[src/rtl/edge_grant_arbiter_if.sv]
`default_nettype none
// ============================================================================
// Module   : edge_grant_arbiter_if
// Purpose  : Request-side and grant-side signal bundle of edge_grant_arbiter.
// Revision : 1.0 - initial release
// ============================================================================
interface edge_grant_arbiter_if #(
  parameter int MAX_DESC = 16
) ();
  localparam int IDX_W = (MAX_DESC > 1) ? $clog2(MAX_DESC) : 1;

  logic [MAX_DESC-1:0] din;
  logic                gnt_rdy;
  logic [MAX_DESC-1:0] ovf_clr;
  logic                gnt_vld;
  logic [IDX_W-1:0]    gnt_idx;
  logic [MAX_DESC-1:0] req_out;
  logic [MAX_DESC-1:0] ovf_out;

  modport master (
    output din,
    output gnt_rdy,
    output ovf_clr,
    input  gnt_vld,
    input  gnt_idx,
    input  req_out,
    input  ovf_out
  );

  modport slave (
    input  din,
    input  gnt_rdy,
    input  ovf_clr,
    output gnt_vld,
    output gnt_idx,
    output req_out,
    output ovf_out
  );
endinterface
`default_nettype wire

[src/rtl/edge_grant_arbiter.sv]
`default_nettype none
// ============================================================================
// Module   : edge_grant_arbiter
// Purpose  : Per-channel edge detection into sticky requests, arbitrated into
//            a single registered grant with valid/ready handshake.
// Revision : 1.0 - initial release
// ============================================================================
module edge_grant_arbiter #(
  parameter int MAX_DESC = 16,
  parameter int EDGE_TYP = 1,
  parameter int ARB_MODE = 0
) (
  input  logic                   clk,
  input  logic                   rst,
  edge_grant_arbiter_if.slave    bus
);
  localparam int                  IDX_W    = (MAX_DESC > 1) ? $clog2(MAX_DESC) : 1;
  localparam logic [MAX_DESC-1:0] ONE_LSB  = MAX_DESC'(1);
  localparam logic [IDX_W-1:0]    LAST_RST = IDX_W'(MAX_DESC - 1);

  logic [MAX_DESC-1:0] din_ff;
  logic [MAX_DESC-1:0] req;
  logic [MAX_DESC-1:0] ovf;
  logic [MAX_DESC-1:0] edge_det;
  logic [MAX_DESC-1:0] clr_vec;
  logic [MAX_DESC-1:0] req_nxt;
  logic [MAX_DESC-1:0] ovf_nxt;
  logic                gnt_vld_q;
  logic [IDX_W-1:0]    gnt_idx_q;
  logic [IDX_W-1:0]    last_idx;
  logic [IDX_W-1:0]    sel_idx;
  logic                found;
  logic                loadable;
  logic                do_load;

  generate
    if (EDGE_TYP == 0) begin : g_edge_neg
      assign edge_det = (bus.din ^ din_ff) & ~bus.din;
    end else if (EDGE_TYP == 1) begin : g_edge_pos
      assign edge_det = (bus.din ^ din_ff) & bus.din;
    end else begin : g_edge_both
      assign edge_det = bus.din ^ din_ff;
    end
  endgenerate

  // Scan starts at 0 for fixed priority, or just past the last winner for round-robin.
  always_comb begin
    int                  cand;
    logic [MAX_DESC-1:0] shifted;
    found   = 1'b0;
    sel_idx = '0;
    cand    = 0;
    shifted = '0;
    for (int k = 0; k < MAX_DESC; k++) begin
      cand = (ARB_MODE == 1) ? (int'(last_idx) + 1 + k) : k;
      if (cand >= MAX_DESC) cand = cand - MAX_DESC;
      shifted = req >> cand;
      if (!found && shifted[0]) begin
        found   = 1'b1;
        sel_idx = IDX_W'(cand);
      end
    end
  end

  assign loadable = ~gnt_vld_q | bus.gnt_rdy;
  assign do_load  = loadable & found;
  assign clr_vec  = do_load ? (ONE_LSB << sel_idx) : '0;

  // A fresh edge always re-arms the request; it only overflows if the old one survives.
  assign req_nxt  = (req & ~clr_vec) | edge_det;
  assign ovf_nxt  = (ovf & ~bus.ovf_clr) | (edge_det & req & ~clr_vec);

  always_ff @(posedge clk) begin
    if (rst) begin
      din_ff    <= '0;
      req       <= '0;
      ovf       <= '0;
      gnt_vld_q <= 1'b0;
      gnt_idx_q <= '0;
      last_idx  <= LAST_RST;
    end else begin
      din_ff <= bus.din;
      req    <= req_nxt;
      ovf    <= ovf_nxt;
      if (loadable) begin
        gnt_vld_q <= found;
        if (found) begin
          gnt_idx_q <= sel_idx;
          last_idx  <= sel_idx;
        end
      end
    end
  end

  assign bus.gnt_vld = gnt_vld_q;
  assign bus.gnt_idx = gnt_idx_q;
  assign bus.req_out = req;
  assign bus.ovf_out = ovf;
endmodule
`default_nettype wire
[src/flat_wrapper.sv]
// flat-port wrapper written by rule: the top's interface ports become plain ports
module edge_grant_arbiter_flat 
#(
  parameter int MAX_DESC = 16,
  parameter int EDGE_TYP = 1,
  parameter int ARB_MODE = 0
)
  (clk, rst, bus_din, bus_gnt_rdy, bus_ovf_clr, bus_gnt_vld, bus_gnt_idx, bus_req_out, bus_ovf_out);
  edge_grant_arbiter_if #(.MAX_DESC(MAX_DESC)) bus_i ();
  input  logic clk;
  input  logic rst;
  input wire logic [$bits(bus_i.din)-1:0] bus_din;
  input wire logic [$bits(bus_i.gnt_rdy)-1:0] bus_gnt_rdy;
  input wire logic [$bits(bus_i.ovf_clr)-1:0] bus_ovf_clr;
  output wire logic [$bits(bus_i.gnt_vld)-1:0] bus_gnt_vld;
  output wire logic [$bits(bus_i.gnt_idx)-1:0] bus_gnt_idx;
  output wire logic [$bits(bus_i.req_out)-1:0] bus_req_out;
  output wire logic [$bits(bus_i.ovf_out)-1:0] bus_ovf_out;
  assign bus_i.din = bus_din;
  assign bus_i.gnt_rdy = bus_gnt_rdy;
  assign bus_i.ovf_clr = bus_ovf_clr;
  assign bus_gnt_vld = bus_i.gnt_vld;
  assign bus_gnt_idx = bus_i.gnt_idx;
  assign bus_req_out = bus_i.req_out;
  assign bus_ovf_out = bus_i.ovf_out;
  edge_grant_arbiter #(.MAX_DESC(MAX_DESC), .EDGE_TYP(EDGE_TYP), .ARB_MODE(ARB_MODE)) u_core (.clk(clk), .rst(rst), .bus(bus_i));
endmodule
[config.mk]
export PLATFORM = sky130hd
export DESIGN_NAME = edge_grant_arbiter_flat
export DESIGN_NICKNAME = d
export VERILOG_FILES = /design/src/rtl/edge_grant_arbiter_if.sv /design/src/rtl/edge_grant_arbiter.sv /design/src/flat_wrapper.sv
export SDC_FILE = /design/constraint.sdc
export NUM_CORES = 1
export LEC_CHECK = 0
export ABC_CLOCK_PERIOD_IN_PS = 2500
export BUFFER_PORTS_ARGS = -buffer_cell sky130_fd_sc_hd__buf_2
export CAP_MARGIN = 20
export CORE_AREA = 2 2 69 71
export DETAILED_ROUTE_END_ITERATION = 12
export DIE_AREA = 0 0 71 73
export HOLD_SLACK_MARGIN = 0.05
export PLACE_DENSITY = 0.76
export SYNTH_ARGS = -nofsm -noshare
export SYNTH_HDL_FRONTEND = slang
export SYNTH_SLANG_ARGS = --single-unit
[constraint.sdc]
create_clock -name clk -period 2.5 [get_ports clk]
set_input_delay 0.25 -clock clk [delete_from_list [all_inputs] [get_ports clk]]
set_output_delay 0.25 -clock clk [all_outputs]
set_load 0.02 [all_outputs]
Word-level counts from Yosys, hierarchy flattened
Index checks and enable logic that the tools add are counted.
- shift-type cells: 1
- multiplexer cells: 32
- bitwise logic cells: 13
- reduce and logical (&&, ||, !) cells: 31
- operator list (operator ; count):
    $and A16 B16 Y16 ; 5
    $mux W4 ; 14
    $not A16 Y16 ; 2
    $or A16 B16 Y16 ; 2
    $mux W1 ; 17
    $mux W16 ; 1
    $shl A1 B4 Y16 const A ; 1
    $xor A16 B16 Y16 ; 1
    $logic_and A1 B1 Y1 ; 15
    $logic_not A1 Y1 ; 15
    $reduce_and A2 Y1 ; 1
    $and A1 B1 Y1 ; 1
    $not A1 Y1 ; 1
    $or A1 B1 Y1 ; 1
- flip-flop bits (word level): 53
- bits of input ports: 35
- output and inout port bits: 37
- word-level logic and storage cells: 82

Logic depth before layout (Yosys ltp)
Gate-level depths: netlist (run 1).
- word-level depth: 51
- depth in mapped cells: 6
- depth with buffers taken out: 6

Worst setup path after synthesis (run 1)
No wires, ideal clock.
- kind: register -> register
- start point: register u_core.req[3] (netlist: u_core.bus.req_out[3])
- end point: register u_core.req[13] (netlist: u_core.bus.req_out[13])
- setup time: 128 ps
- data arrival time: 2114 ps
- required time: 2372 ps
- slack: 259 ps
- stages on the path, launching flop included: 7
- buffers on the path: 0
- period minus slack after synthesis: 2241 ps
- cells stage by stage: dfxtp_1 or4_4 or4_4 a21oi_4 nor2_2 o41ai_4 o21ai_2
- word-level cells in the longest chain between the ends: 43
- elaborated cells on any way between the ends: 57
- classes of those cells: shift: 1; mux: 27; bitwise: 4; reduce/logical: 25
- ends and longest elaborated chain (element ; RTL line ; source):
    from (decl) ; edge_grant_arbiter.sv:22 ; logic [MAX_DESC-1:0] req;
    from (signal assigned) ; edge_grant_arbiter.sv:83 ; req <= req_nxt;
    $logic_and A1 B1 Y1 * ; edge_grant_arbiter.sv:58 ; if (!found && shifted[0]) begin
    $mux W1 ; edge_grant_arbiter.sv:58 ;
    $logic_not A1 Y1 ; edge_grant_arbiter.sv:58 ;
    $logic_and A1 B1 Y1 ; edge_grant_arbiter.sv:58 ;
    $mux W1 ; edge_grant_arbiter.sv:58 ;
    $logic_not A1 Y1 ; edge_grant_arbiter.sv:58 ;
    $logic_and A1 B1 Y1 ; edge_grant_arbiter.sv:58 ;
    $mux W1 ; edge_grant_arbiter.sv:58 ;
    [... 27 more ...] ; - ;
    $logic_not A1 Y1 ; edge_grant_arbiter.sv:58 ;
    $logic_and A1 B1 Y1 ; edge_grant_arbiter.sv:58 ;
    $mux W4 or $mux W1 (tied branches) ; edge_grant_arbiter.sv:58 ;
    $shl A1 B4 Y16 or $and A1 B1 Y1 (tied branches) ; edge_grant_arbiter.sv:67, edge_grant_arbiter.sv:66 ;
    $mux W16 * ; edge_grant_arbiter.sv:67 ; assign clr_vec = do_load ? (ONE_LSB << sel_idx) : '0;
    $not A16 Y16 * ; edge_grant_arbiter.sv:70 ; assign req_nxt = (req & ~clr_vec) | edge_det;
    $and A16 B16 Y16 * ; edge_grant_arbiter.sv:70 ;
    $or A16 B16 Y16 * ; edge_grant_arbiter.sv:70 ;
Every way passes the cells marked *; elsewhere a longest branch is shown, timed or not.
A chain may end at the register's enable or synchronous reset.

Final worst setup path (run 1)
- start point: register u_core.req[2] (netlist: u_core.bus.req_out[2])
- end point: register u_core.req[3] (netlist: u_core.bus.req_out[3])
- word-level cells in the longest chain between the ends: 46
- elaborated cells on any way between the ends: 61
- classes of those cells: shift: 1; mux: 29; bitwise: 4; reduce/logical: 27
- ends and longest elaborated chain (element ; RTL line):
    $logic_and A1 B1 Y1 * ; edge_grant_arbiter.sv:58
    $mux W1 ; edge_grant_arbiter.sv:58
    $logic_not A1 Y1 ; edge_grant_arbiter.sv:58
    $logic_and A1 B1 Y1 ; edge_grant_arbiter.sv:58
    $mux W1 ; edge_grant_arbiter.sv:58
    $logic_not A1 Y1 ; edge_grant_arbiter.sv:58
    $logic_and A1 B1 Y1 ; edge_grant_arbiter.sv:58
    $mux W1 ; edge_grant_arbiter.sv:58
    [... 30 more ...] ; -
    $logic_not A1 Y1 ; edge_grant_arbiter.sv:58
    $logic_and A1 B1 Y1 ; edge_grant_arbiter.sv:58
    $mux W4 or $mux W1 (tied branches) ; edge_grant_arbiter.sv:58
    $shl A1 B4 Y16 or $and A1 B1 Y1 (tied branches) ; edge_grant_arbiter.sv:67, edge_grant_arbiter.sv:66
    $mux W16 * ; edge_grant_arbiter.sv:67
    $not A16 Y16 * ; edge_grant_arbiter.sv:70
    $and A16 B16 Y16 * ; edge_grant_arbiter.sv:70
    $or A16 B16 Y16 * ; edge_grant_arbiter.sv:70
Marked as above.

==> results of run 1 <==
## report_power, final
part	switching, mW	internal (mW)	leakage [nW]	total (mW)
clock	0.256	0.220	0.0443	0.477
sequential	0.0397	0.899	0.439	0.939
combinational	0.213	0.132	0.679	0.346
## flip-flops by register name, indices dropped and copies added, names as in the netlist
| name | cells |
|---|---|
| u_core.bus.req_out | 16 |
| u_core.bus.ovf_out | 16 |
| u_core.bus.gnt_idx | 4 |
| u_core.din_ff | 16 |
| u_core.bus.gnt_vld | 1 |
## metrics by stage
| step | instance area [um2] | setup WS [ps] | power [mW] | util [%] |
|---|---|---|---|---|
| CTS | 2620 | 166 | 1.78 | 57.7 |
| finish | 2620 | 169 | 1.76 | 57.7 |
| global placement | 2530 | 245 | 1.30 | 55.8 |
| floorplan | 2110 | 259 | 1.18 | - |
| detailed placement | 2530 | 203 | 1.30 | 55.8 |
| global route | 2620 | 2.32 | 1.86 | 57.7 |
## final timing paths
path / to / depth (start not counted) / slack, ps
hold reg to reg: u_core.bus.ovf_out[6] / 1 / 440
setup reg to reg: u_core.bus.req_out[3] / 6 / 170
hold / removal: u_core.din_ff[13] / 2 / 170
setup / recovery: u_core.bus.req_out[3] / 6 / 170
## cells by family (layout without fill, tap and decap cells)
kind of cell	count (synthesis)	after routing	share of synthesized area, %
AO/OA/AOI/OAI	64	64	22.0
buffers and inverters	14	91	3.44
flip-flops	53	53	50.4
AND/OR/NAND/NOR	98	98	24.2
## final cells by class
cell class | count | area, um2
repair buffers | 77 | 400
flip-flops and latches | 53 | 1060
fillers | 419 | 1920
multi-input cells | 162 | 973
inverters | 7 | 26.3
clock buffers | 7 | 86.3
well taps | 54 | 67.6
## cells in the final DEF (no fill, tap or decap), types with 7 or more instances in the layout
| master | synthesis | final |
|---|---|---|
| sky130_fd_sc_hd__nand2b_1 | 17 | 17 |
| sky130_fd_sc_hd__nand2_1 | 18 | 18 |
| sky130_fd_sc_hd__nor2b_1 | 17 | 17 |
| sky130_fd_sc_hd__a21oi_1 | 15 | 15 |
| sky130_fd_sc_hd__o21ai_0 | 14 | 14 |
| sky130_fd_sc_hd__buf_2 | 0 | 71 |
| sky130_fd_sc_hd__o31ai_1 | 14 | 14 |
| sky130_fd_sc_hd__inv_1 | 7 | 7 |
| sky130_fd_sc_hd__dfxtp_1 | 53 | 53 |
| sky130_fd_sc_hd__nor2_1 | 28 | 28 |
## per-layer routing
metal  track usage, %  routed length [um]  vias to the layer above
met2             31.8                2230                       46
li1                 -                   -                      963
met3             5.66                 240                        6
met1             23.9                2160                      838
met4             7.34                  57                        0
met5                0                   0                        -
## worst reg2reg max path, cell delays in order (launching register included)
cell and delay (ps):
sky130_fd_sc_hd__dfxtp_1 360, sky130_fd_sc_hd__or4_4 560, sky130_fd_sc_hd__or4_4 460, sky130_fd_sc_hd__a21oi_4 160, sky130_fd_sc_hd__nor2_2 120, sky130_fd_sc_hd__o311ai_1 360
sky130_fd_sc_hd__o21ai_0 180
==> insert_results.sql, run 1 <==
INSERT INTO impl_metrics (metric_group, metric, value, unit) VALUES
('worst_setup_path', 'worst_setup_path_start_kind', 'register', ''),
('worst_setup_path', 'slowest_delay', '560', 'ps'),
('global_route', 'antenna_found_initial', '0', ''),
('final_layout', 'area_growth', '24.1', '%'),
('synthesis', 'synth_warnings', '0', ''),
('global_route', 'grt_overflow', '0', ''),
('floorplan', 'design.die.area', '0.00518', 'mm2'),
('clocking', 'insertion_delay', '300', 'ps'),
('clocking', 'numClockSinks', '53', ''),
('timing', 'timing_worst_slew_pin_value', '662', 'ps'),
('worst_setup_path', 'crit_path_category', 'register to register', ''),
('placed_design', 'post-dp-hpwl', '3.54', 'mm'),
('power', 'power_leakage', '1.16', 'nW'),
('timing', 'fin_crit', '2330', 'ps'),
('floorplan', 'placementRows', '25', ''),
('drt', 'vias_per_cell', '5.15', ''),
('timing', 'min_period_over_period', '93.2', '%'),
('worst_setup_path', 'worst-path-buf-inv', '0', ''),
('timing', 'final_hold_viol_count', '0', ''),
('clocking', 'number_of_buffers_created_by_cts', '5', ''),
('drt', 'drc', '0', ''),
('synthesis', 'synth_enable_flop_cells', '0', ''),
('synthesis', 'netlist_area', '0.00211', 'mm2'),
('synthesis', 'synth_cells', '229', ''),
('worst_setup_path', 'critPathMaxFanout', '9', ''),
('drt', 'drt_iter0_markers', '88', ''),
('synthesis', 'yosys-top-cells-area', 'sky130_fd_sc_hd__dfxtp_1 (50%), sky130_fd_sc_hd__nand2b_1 (5.0%), sky130_fd_sc_hd__nor2b_1 (5.0%)', ''),
('worst_setup_path', 'end_kind', 'register', ''),
('worst_setup_path', 'critPathMostFrequentCell', 'sky130_fd_sc_hd__or4_4', ''),
('status', 'outcome', 'finished clean', ''),
('timing', 'rsz_0062_raised_after_global_routing', 'false', ''),
('clocking', 'postCtsSetupBuffers', '0', ''),
('synthesis', 'synth_net_count', '264', ''),
('power', 'worst_ir_drop_vdd', '371', 'uV'),
('clocking', 'tritoncts', 'yes', ''),
('global_route', 'globalRouteTotalUtil', '19.3', '%'),
('global_route', 'grt_max_degree', '40', ''),
('worst_setup_path', 'timing.critical_path.from', 'u_core.bus.req_out[2]', ''),
('worst_setup_path', 'timing.critical_path.cells', 'or4_4 -> or4_4 -> a21oi_4 -> nor2_2 -> o311ai_1 -> o21ai_0', ''),
('floorplan', 'horiz_die_dim', '71', 'um'),
('floorplan', 'starting_density_of_the_core', '46.5', '%'),
('clocking', 'htree_levels', '2', ''),
('global_route', 'number_of_global_route_vias_before_repair', '1705', ''),
('timing', 'worst_hold_slack', '167', 'ps'),
('clocking', 'clk_transition_reported_paths', '90', 'ps'),
('synthesis', 'ys_async_sr_fraction', '0', '%'),
('timing', 'achievable-frequency', '0.429', 'GHz'),
('synthesis', 'synthDominantCellAreaShare', '50.4', '%'),
('worst_setup_path', 'critical-path-top-delay-family', 'simple AND/OR/NAND/NOR gates', ''),
('drt', 'detail-route-antenna-nets', '0', ''),
('synthesis', 'synthesis.area_per_instance', '9.20', 'um2'),
('placed_design', 'gp_congestion', '0.831', ''),
('final_layout', 'final_cells', '360', ''),
('hold_path', 'holdCritStartpoint', 'bus_din[13]', ''),
('job', 'maxCapViolCount', '0', ''),
('timing', 'setup_viol', '0', ''),
('worst_setup_path', 'slowest_stage', 'sky130_fd_sc_hd__or4_4', ''),
('clocking', 'clock_tree.buffer_depth', '2', ''),
('global_route', 'grt_pass1_wl', '7.87', 'mm'),
('placed_design', 'place.detailed.instances', '353', ''),
('timing', 'drv_slew', '0', ''),
('timing', 'tns', '0', 'ps'),
('synthesis', 'synth_top_flop_cell', 'sky130_fd_sc_hd__dfxtp_1', ''),
('final_layout', 'net_count_reported_at_finish', '341', ''),
('worst_setup_path', 'worst_path_arrival', '2490', 'ps'),
('synthesis', 'sequential_fraction_of_the_synthesis_area', '50.4', '%'),
('floorplan', 'fp.dieH', '73', 'um'),
('synthesis', 'synth_area_leader_cell', 'sky130_fd_sc_hd__dfxtp_1', ''),
('synthesis', 'ys_top_cells_by_count', 'sky130_fd_sc_hd__dfxtp_1 (53), sky130_fd_sc_hd__nor2_1 (28), sky130_fd_sc_hd__nand2_1 (18)', ''),
('floorplan', 'design.portCount', '72', ''),
('worst_setup_path', 'timing.rr.start', 'u_core.bus.req_out[2]', '');
Note: power is estimated with default switching activity, not from simulation.
==> run 2, diff against run 1 <==
--- a/config.mk
+++ b/config.mk
@@ -5,7 +5,7 @@
 export SDC_FILE = /design/constraint.sdc
 export NUM_CORES = 1
 export LEC_CHECK = 0
-export ABC_CLOCK_PERIOD_IN_PS = 2500
+export ABC_CLOCK_PERIOD_IN_PS = 2200
 export BUFFER_PORTS_ARGS = -buffer_cell sky130_fd_sc_hd__buf_2
 export CAP_MARGIN = 20
 export CORE_AREA = 2 2 69 71
@@ -13,6 +13,7 @@
 export DIE_AREA = 0 0 71 73
 export HOLD_SLACK_MARGIN = 0.05
 export PLACE_DENSITY = 0.76
+export SLEW_MARGIN = 20
 export SYNTH_ARGS = -nofsm -noshare
 export SYNTH_HDL_FRONTEND = slang
 export SYNTH_SLANG_ARGS = --single-unit
==> constraint.sdc (replaced) <==
create_clock -name clk -period 2.2 [get_ports clk]
set_input_delay 0.22 -clock clk [delete_from_list [all_inputs] [get_ports clk]]
set_output_delay 0.22 -clock clk [all_outputs]
set_load 0.02 [all_outputs]
==> run 2 against run 1 <==
Total power grew 25%. Clock skew grew 1.0 ps. Worst setup slack lost 140 ps. First-iteration DRC count grew 1.1%. Sequential cell count is the same. Maximum frequency grew 7.6%. Sequential share of layout area shrank 2.5 points. Register-to-register slack lost 140 ps. Final area grew 6.7%. Combinational power grew 32%. Critical endpoint is now u_core.bus.req_out[7]. Largest power group unchanged.
==> insert_results.sql, run 2 (synthesis results as in run 1) <==
INSERT INTO impl_metrics (metric_group, metric, value, unit) VALUES
('drt', 'num_vias', '1893', ''),
('drt', 'drt_iter0_markers', '89', ''),
('worst_setup_path', 'required', '2390', 'ps'),
('worst_setup_path', 'worst_setup_path_start_kind', 'register', ''),
('global_route', 'grt_max_degree', '25', ''),
('global_route', 'number_of_global_route_vias_before_repair', '1749', ''),
('final_layout', 'drive_above_1_share', '37.3', '%'),
('final_layout', 'most-common-layout-cells', 'sky130_fd_sc_hd__buf_2 (71), sky130_fd_sc_hd__dfxtp_1 (53), sky130_fd_sc_hd__nor2_1 (28)', ''),
('clocking', 'number_of_buffers_created_by_cts', '5', ''),
('drt', 'wl_per_cell', '13.2', 'um'),
('placed_design', 'post-dp-hpwl', '3.79', 'mm'),
('global_route', 'globalRouteTotalUtil', '19.6', '%'),
('timing', 'worst_hold_slack', '129', 'ps'),
('clocking', 'cts-root-buf', 'sky130_fd_sc_hd__clkbuf_8', ''),
('floorplan', 'horiz_die_dim', '71', 'um'),
('worst_setup_path', 'slowest_stage', 'sky130_fd_sc_hd__or4_4', ''),
('final_layout', 'num_antenna_cells', '0', ''),
('final_layout', 'layout_commonest_cell', 'sky130_fd_sc_hd__buf_2', ''),
('timing', 'fin_crit', '2170', 'ps'),
('power', 'sequentialPowerShare', '48.0', '%'),
('status', 'outcome', 'finished clean', ''),
('worst_setup_path', 'critPathMaxFanout', '9', ''),
('job', 'maxCapViolCount', '0', ''),
('timing', 'rsz_0062_raised_after_global_routing', 'true', ''),
('floorplan', 'fp.dieH', '73', 'um'),
('floorplan', 'placementRows', '25', ''),
('timing', 'tns', '0', 'ps'),
('timing', 'drv_slew', '0', ''),
('timing', 'setup_viol', '0', ''),
('timing', 'min_period_over_period', '98.5', '%'),
('worst_setup_path', 'timing.critical_path.cells', 'or4_4 -> or4_4 -> a21oi_4 -> nor2_2 -> o311ai_2 -> o21ai_0', ''),
('worst_setup_path', 'worst_path_arrival', '2360', 'ps'),
('placed_design', 'gp_congestion', '0.931', ''),
('timing', 'achievable-frequency', '0.462', 'GHz'),
('drt', 'drt_pre_antenna_iters', '4', ''),
('power', 'total_switching_power', '632', 'uW'),
('clocking', 'clock_tree.buffer_depth', '2', ''),
('drt', 'drc', '0', ''),
('clocking', 'insertion_delay', '310', 'ps'),
('placed_design', 'count_of_input_and_output_buffers', '71', ''),
('power', 'internal_power', '1.57', 'mW'),
('power', 'power_leakage', '1.24', 'nW'),
('global_route', 'antenna_found_initial', '0', ''),
('clocking', 'numClockSinks', '53', ''),
('drt', 'totalWireLength', '4.94', 'mm'),
('drt', 'detail-route-antenna-nets', '0', ''),
('power', 'power_switching_share', '28.7', '%'),
('final_layout', 'net_count_reported_at_finish', '353', ''),
('power', 'pwr-share-clk', '31.3', '%'),
('global_route', 'grt_pass1_wl', '7.87', 'mm'),
('worst_setup_path', 'critPathMostFrequentCell', 'sky130_fd_sc_hd__or4_4', ''),
('timing', 'timing.slew.headroom', '62.2', '%'),
('drt', 'vias_per_cell', '5.08', ''),
('power', 'worst_ir_drop_vdd', '426', 'uV'),
('worst_setup_path', 'end_kind', 'register', ''),
('worst_setup_path', 'crit_path_category', 'register to register', ''),
('timing', 'worst_clock_skew', '8.23', 'ps'),
('clocking', 'htree_levels', '2', ''),
('worst_setup_path', 'slowest_delay', '530', 'ps'),
('timing', 'timing_worst_slew_pin_value', '566', 'ps'),
('timing', 'final_hold_viol_count', '0', ''),
('floorplan', 'design.die.area', '0.00518', 'mm2'),
('global_route', 'grt_overflow', '0', ''),
('clocking', 'clk_transition_reported_paths', '100', 'ps'),
('floorplan', 'floorplan.core_area', '0.00454', 'mm2'),
('floorplan', 'design.portCount', '72', ''),
('clocking', 'tritoncts', 'yes', ''),
('floorplan', 'starting_density_of_the_core', '46.5', '%'),
('clocking', 'cts_hold_repair.buffers', '0', ''),
('power', 'share_comb_of_total_power', '20.7', '%'),
('power', 'power-per-cell-area', '790', 'mW/mm2'),
('hold_path', 'worstHoldPathType', 'input pin to register', ''),
('final_layout', 'area_growth', '32.4', '%');
run 2: repair_timing:
item | CTS | global route
gates cloned | 0 | 0
buffers inserted | 0 | 1
gates resized for setup | 1 | 8
pin swaps | 0 | 2
endpoints found under the setup margin | 1 | 27
run 2: final cells by class:
cell class / instances / area, um2
Clock buffer: 6 / 82.6
Clock inverter: 2 / 37.5
Fill cell: 401 / 1750
Inverter: 7 / 26.3
Multi-Input combinational cell: 162 / 1020
Sequential cell: 53 / 1060
Tap cell: 54 / 67.6
Timing Repair Buffer: 89 / 490
run 2: metrics by stage:
stage / instance area, um2 / std cells / power, mW / utilization [%] / setup WS [ps]
floorplan: 2110 / 229 / 1.34 / - / 15.6
global placement: 2610 / 364 / 1.51 / 57.6 / 68.3
detailed placement: 2610 / 364 / 1.51 / 57.6 / -1.60
CTS: 2740 / 372 / 2.20 / 60.3 / -3.81
global route: 2790 / 373 / 2.31 / 61.5 / -76.7
finish: 2790 / 373 / 2.20 / 61.5 / 34.0
run 2: power by group through the flow:
stage	sequential, mW	clock, mW	combinational (mW)
2_1_floorplan	1.14	0	0.195
3_5_place_dp	1.08	0	0.430
5_1_grt	1.07	0.748	0.494
4_1_cts	1.06	0.706	0.433
6_report	1.06	0.691	0.455
3_3_place_gp	1.08	0	0.429
run 2: path summary, 6_finish.rpt:
kind                    startpoint                    end  slack (ps)  cells past startpoint
max          u_core.bus.req_out[3]  u_core.bus.req_out[7]          30                      6
min                     bus_din[8]       u_core.din_ff[8]         130                      2
max reg2reg  u_core.bus.req_out[3]  u_core.bus.req_out[7]          30                      6
min reg2reg       u_core.din_ff[6]  u_core.bus.ovf_out[6]         450                      1
run 2: per-layer routing:
layer	up-vias	global-route usage [%]	share of wire (%)	wire length, um
met3	5	6.08	5.1	251
met4	0	5.03	0.87	43
met1	861	23.8	44	2180
met5	-	0	0	0
met2	45	33.9	50	2460
li1	982	-	-	-
run 2: worst max-delay path: cells and delay by family, from the launching register on:
kind             cells  cell delay [ps]
flip-flops           1              330
AO/OA/AOI/OAI        3              610
AND/OR/NAND/NOR      3             1110
==> run 3, diff against run 2 <==
--- a/config.mk
+++ b/config.mk
@@ -5,14 +5,14 @@
 export SDC_FILE = /design/constraint.sdc
 export NUM_CORES = 1
 export LEC_CHECK = 0
-export ABC_CLOCK_PERIOD_IN_PS = 2200
+export ABC_CLOCK_PERIOD_IN_PS = 1800
 export BUFFER_PORTS_ARGS = -buffer_cell sky130_fd_sc_hd__buf_2
 export CAP_MARGIN = 20
-export CORE_AREA = 2 2 69 71
+export CORE_AREA = 2 2 73 75
 export DETAILED_ROUTE_END_ITERATION = 12
-export DIE_AREA = 0 0 71 73
+export DIE_AREA = 0 0 75 77
 export HOLD_SLACK_MARGIN = 0.05
-export PLACE_DENSITY = 0.76
+export PLACE_DENSITY = 0.72
 export SLEW_MARGIN = 20
 export SYNTH_ARGS = -nofsm -noshare
 export SYNTH_HDL_FRONTEND = slang
==> constraint.sdc (replaced) <==
create_clock -name clk -period 1.8 [get_ports clk]
set_input_delay 0.18 -clock clk [delete_from_list [all_inputs] [get_ports clk]]
set_output_delay 0.18 -clock clk [all_outputs]
set_load 0.02 [all_outputs]
==> run 3 against run 2 <==
The flow now finishes with violations (setup timing). Count of clock-buffer cells in the layout up 1. Combinational power increased by 69%. Via count up 7.2%. Sequential share of layout area is 4.7 points lower. Global-route usage decreased by 0.35 points. Final cell count up 10%. Clock power increased by 20%. Hold slack lost 33 ps. Die area rose by 11%. Critical path type unchanged. Largest cell class is now multi-input combinational cells. Largest power group unchanged.
==> insert_results.sql, run 3 (synthesis results as in run 1) <==
INSERT INTO impl_metrics (metric_group, metric, value, unit) VALUES
('final_layout', 'multi_input_area', '0.00120', 'mm2'),
('hold_path', 'worstHoldPathType', 'input pin to register', ''),
('floorplan', 'placementRows', '26', ''),
('worst_setup_path', 'slowest_stage', 'sky130_fd_sc_hd__or4_4', ''),
('clocking', 'cts-root-buf', 'sky130_fd_sc_hd__clkbuf_8', ''),
('global_route', 'antenna_found_initial', '0', ''),
('power', 'power_leakage', '1.41', 'nW'),
('drt', 'drt_iter0_markers', '81', ''),
('worst_setup_path', 'worst_setup_path_start_kind', 'register', ''),
('timing', 'min_period_over_period', '121', '%'),
('placed_design', 'post-dp-hpwl', '3.96', 'mm'),
('worst_setup_path', 'critPathMostFrequentCell', 'sky130_fd_sc_hd__or4_4', ''),
('worst_setup_path', 'worst_path_arrival', '2410', 'ps'),
('final_layout', 'net_count_reported_at_finish', '376', ''),
('floorplan', 'starting_density_of_the_core', '42.3', '%'),
('timing', 'setup_viol', '35', ''),
('timing', 'worst_clock_skew', '9.92', 'ps'),
('global_route', 'grt_max_degree', '25', ''),
('clocking', 'htree_levels', '2', ''),
('timing', 'fin_crit', '2190', 'ps'),
('clocking', 'tritoncts', 'yes', ''),
('worst_setup_path', 'required', '2020', 'ps'),
('final_layout', 'area_growth', '52.0', '%'),
('final_layout', 'drive_above_1_share', '46.5', '%'),
('drt', 'detail-route-antenna-nets', '0', ''),
('drt', 'dr.max_layer_used', 'met4', ''),
('clocking', 'insertion_delay', '310', 'ps'),
('worst_setup_path', 'slowest_delay', '560', 'ps'),
('drt', 'wl_per_cell', '13.3', 'um'),
('timing', 'timing_worst_slew_pin_value', '659', 'ps'),
('drt', 'totalWireLength', '5.47', 'mm'),
('drt', 'met2RoutedLength', '2.61', 'mm'),
('power', 'pwr-share-clk', '28.7', '%'),
('drt', 'vias_per_cell', '4.93', ''),
('final_layout', 'final_cells', '412', ''),
('power', 'share_comb_of_total_power', '26.6', '%'),
('floorplan', 'horiz_die_dim', '75', 'um'),
('worst_setup_path', 'worst-path-buf-inv', '1', ''),
('timing', 'timing.slew.headroom', '56.0', '%'),
('drt', 'drt_pre_antenna_iters', '4', ''),
('timing', 'final_critical_path_setup_slack', '-386', 'ps'),
('status', 'failed_checks', 'setup timing', ''),
('power', 'internal_power', '2.04', 'mW'),
('job', 'maxCapViolCount', '0', ''),
('clocking', 'number_of_buffers_created_by_cts', '5', ''),
('timing', 'drv_slew', '0', ''),
('power', 'total_switching_power', '853', 'uW'),
('hold_path', 'holdCritStartpoint', 'bus_din[13]', ''),
('final_layout', 'layout_commonest_cell', 'sky130_fd_sc_hd__buf_2', ''),
('power', 'sequentialPowerShare', '44.7', '%'),
('drt', 'num_vias', '2030', ''),
('drt', 'met1Wirelength', '2.39', 'mm'),
('global_route', 'number_of_global_route_vias_before_repair', '1874', ''),
('worst_setup_path', 'critical-path-top-delay-family', 'simple AND/OR/NAND/NOR gates', ''),
('floorplan', 'design.die.area', '0.00578', 'mm2'),
('clocking', 'cts_hold_repair.buffers', '0', ''),
('status', 'outcome', 'finished with violations', ''),
('worst_setup_path', 'crit_path_category', 'register to register', ''),
('worst_setup_path', 'timing.critical_path.from', 'u_core.bus.req_out[2]', ''),
('global_route', 'globalRouteTotalUtil', '19.2', '%'),
('floorplan', 'design.portCount', '72', ''),
('global_route', 'grt_overflow', '0', ''),
('final_layout', 'nFillCells', '423', ''),
('final_layout', 'seqCellArea', '0.00107', 'mm2'),
('worst_setup_path', 'timing.critical_path.cells', 'or4_4 -> or4_4 -> a21oi_4 -> or2_4 -> buf_6 -> o31ai_4 -> o31ai_1', ''),
('placed_design', 'count_of_input_and_output_buffers', '71', ''),
('timing', 'tns', '-9640', 'ps'),
('timing', 'final_hold_viol_count', '0', ''),
('floorplan', 'floorplan.core_area', '0.00498', 'mm2'),
('power', 'worst_ir_drop_vdd', '529', 'uV'),
('final_layout', 'num_antenna_cells', '0', ''),
('drt', 'drc', '0', ''),
('power', 'power_switching_share', '29.5', '%'),
('clocking', 'clk_transition_reported_paths', '90', 'ps'),
('timing', 'achievable-frequency', '0.457', 'GHz'),
('drt', 'detailroute.wirelength.met3', '328', 'um'),
('timing', 'rsz_0062_raised_after_global_routing', 'true', ''),
('floorplan', 'fp.dieH', '77', 'um'),
('placed_design', 'gp_congestion', '0.931', ''),
('clocking', 'numClockSinks', '53', ''),
('worst_setup_path', 'critPathMaxFanout', '3', ''),
('clocking', 'clock_tree.buffer_depth', '2', ''),
('placed_design', 'place.detailed.instances', '395', ''),
('worst_setup_path', 'end_kind', 'register', ''),
('worst_setup_path', 'timing.rr.start', 'u_core.bus.req_out[2]', ''),
('final_layout', 'most-common-layout-cells', 'sky130_fd_sc_hd__buf_2 (71), sky130_fd_sc_hd__dfxtp_1 (51), sky130_fd_sc_hd__buf_4 (35)', ''),
('global_route', 'grt_pass1_wl', '8.62', 'mm'),
('power', 'power-per-cell-area', '902', 'mW/mm2');
==> run 3: what timing repair did <==
item	4_1_cts	5_1_grt
gates cloned	0	0
hold endpoints to repair	0	0
resized for setup	22	16
pin swaps	7	9
endpoints found under the setup margin	34	34
setup buffers	6	3
==> run 3: per-stage QoR <==
stage	hold slack [ps]	setup slack (ps)	power, mW	area [um2]	util, %
floorplan	308	-284	1.67	2170	-
global placement	404	-290	1.94	2840	57.0
detailed placement	410	-367	1.94	2840	57.0
CTS	90.9	-365	2.83	3080	61.9
global route	85.8	-475	3.01	3200	64.3
finish	95.2	-386	2.89	3200	64.3
==> run 3: worst paths after layout <==
| path | end | slack, ps | cells after the start |
|---|---|---|---|
| setup / recovery | u_core.bus.ovf_out[8] | -390 | 7 |
| hold / removal | u_core.din_ff[13] | 100 | 2 |
| setup reg to reg | u_core.bus.ovf_out[8] | -390 | 7 |
| hold reg to reg | u_core.bus.ovf_out[11] | 450 | 2 |
==> run 3: routing by layer <==
layer	up-vias	track usage (%)
met5	-	0
met1	919	25.1
met2	66	30.8
met4	0	8.04
met3	13	3.29
li1	1032	-
==> run 3: layout make-up <==
| type | count | share of cell area, % |
|---|---|---|
| Multi-Input combinational cell | 162 | 37.6 |
| Clock buffer | 7 | 2.70 |
| Sequential cell | 53 | 33.3 |
| Clock inverter | 1 | 0.938 |
| Timing Repair Buffer | 112 | 22.0 |
| Inverter | 7 | 0.821 |
| Tap cell | 70 | 2.74 |
==> run 3: power by group through the flow <==
stage          clock [mW]  combinational, mW  sequential [mW]
2_1_floorplan           0              0.268             1.40
3_3_place_gp            0              0.622             1.31
3_5_place_dp            0              0.627             1.31
4_1_cts             0.842              0.700             1.29
5_1_grt             0.891              0.823             1.30
6_report            0.830              0.768             1.29
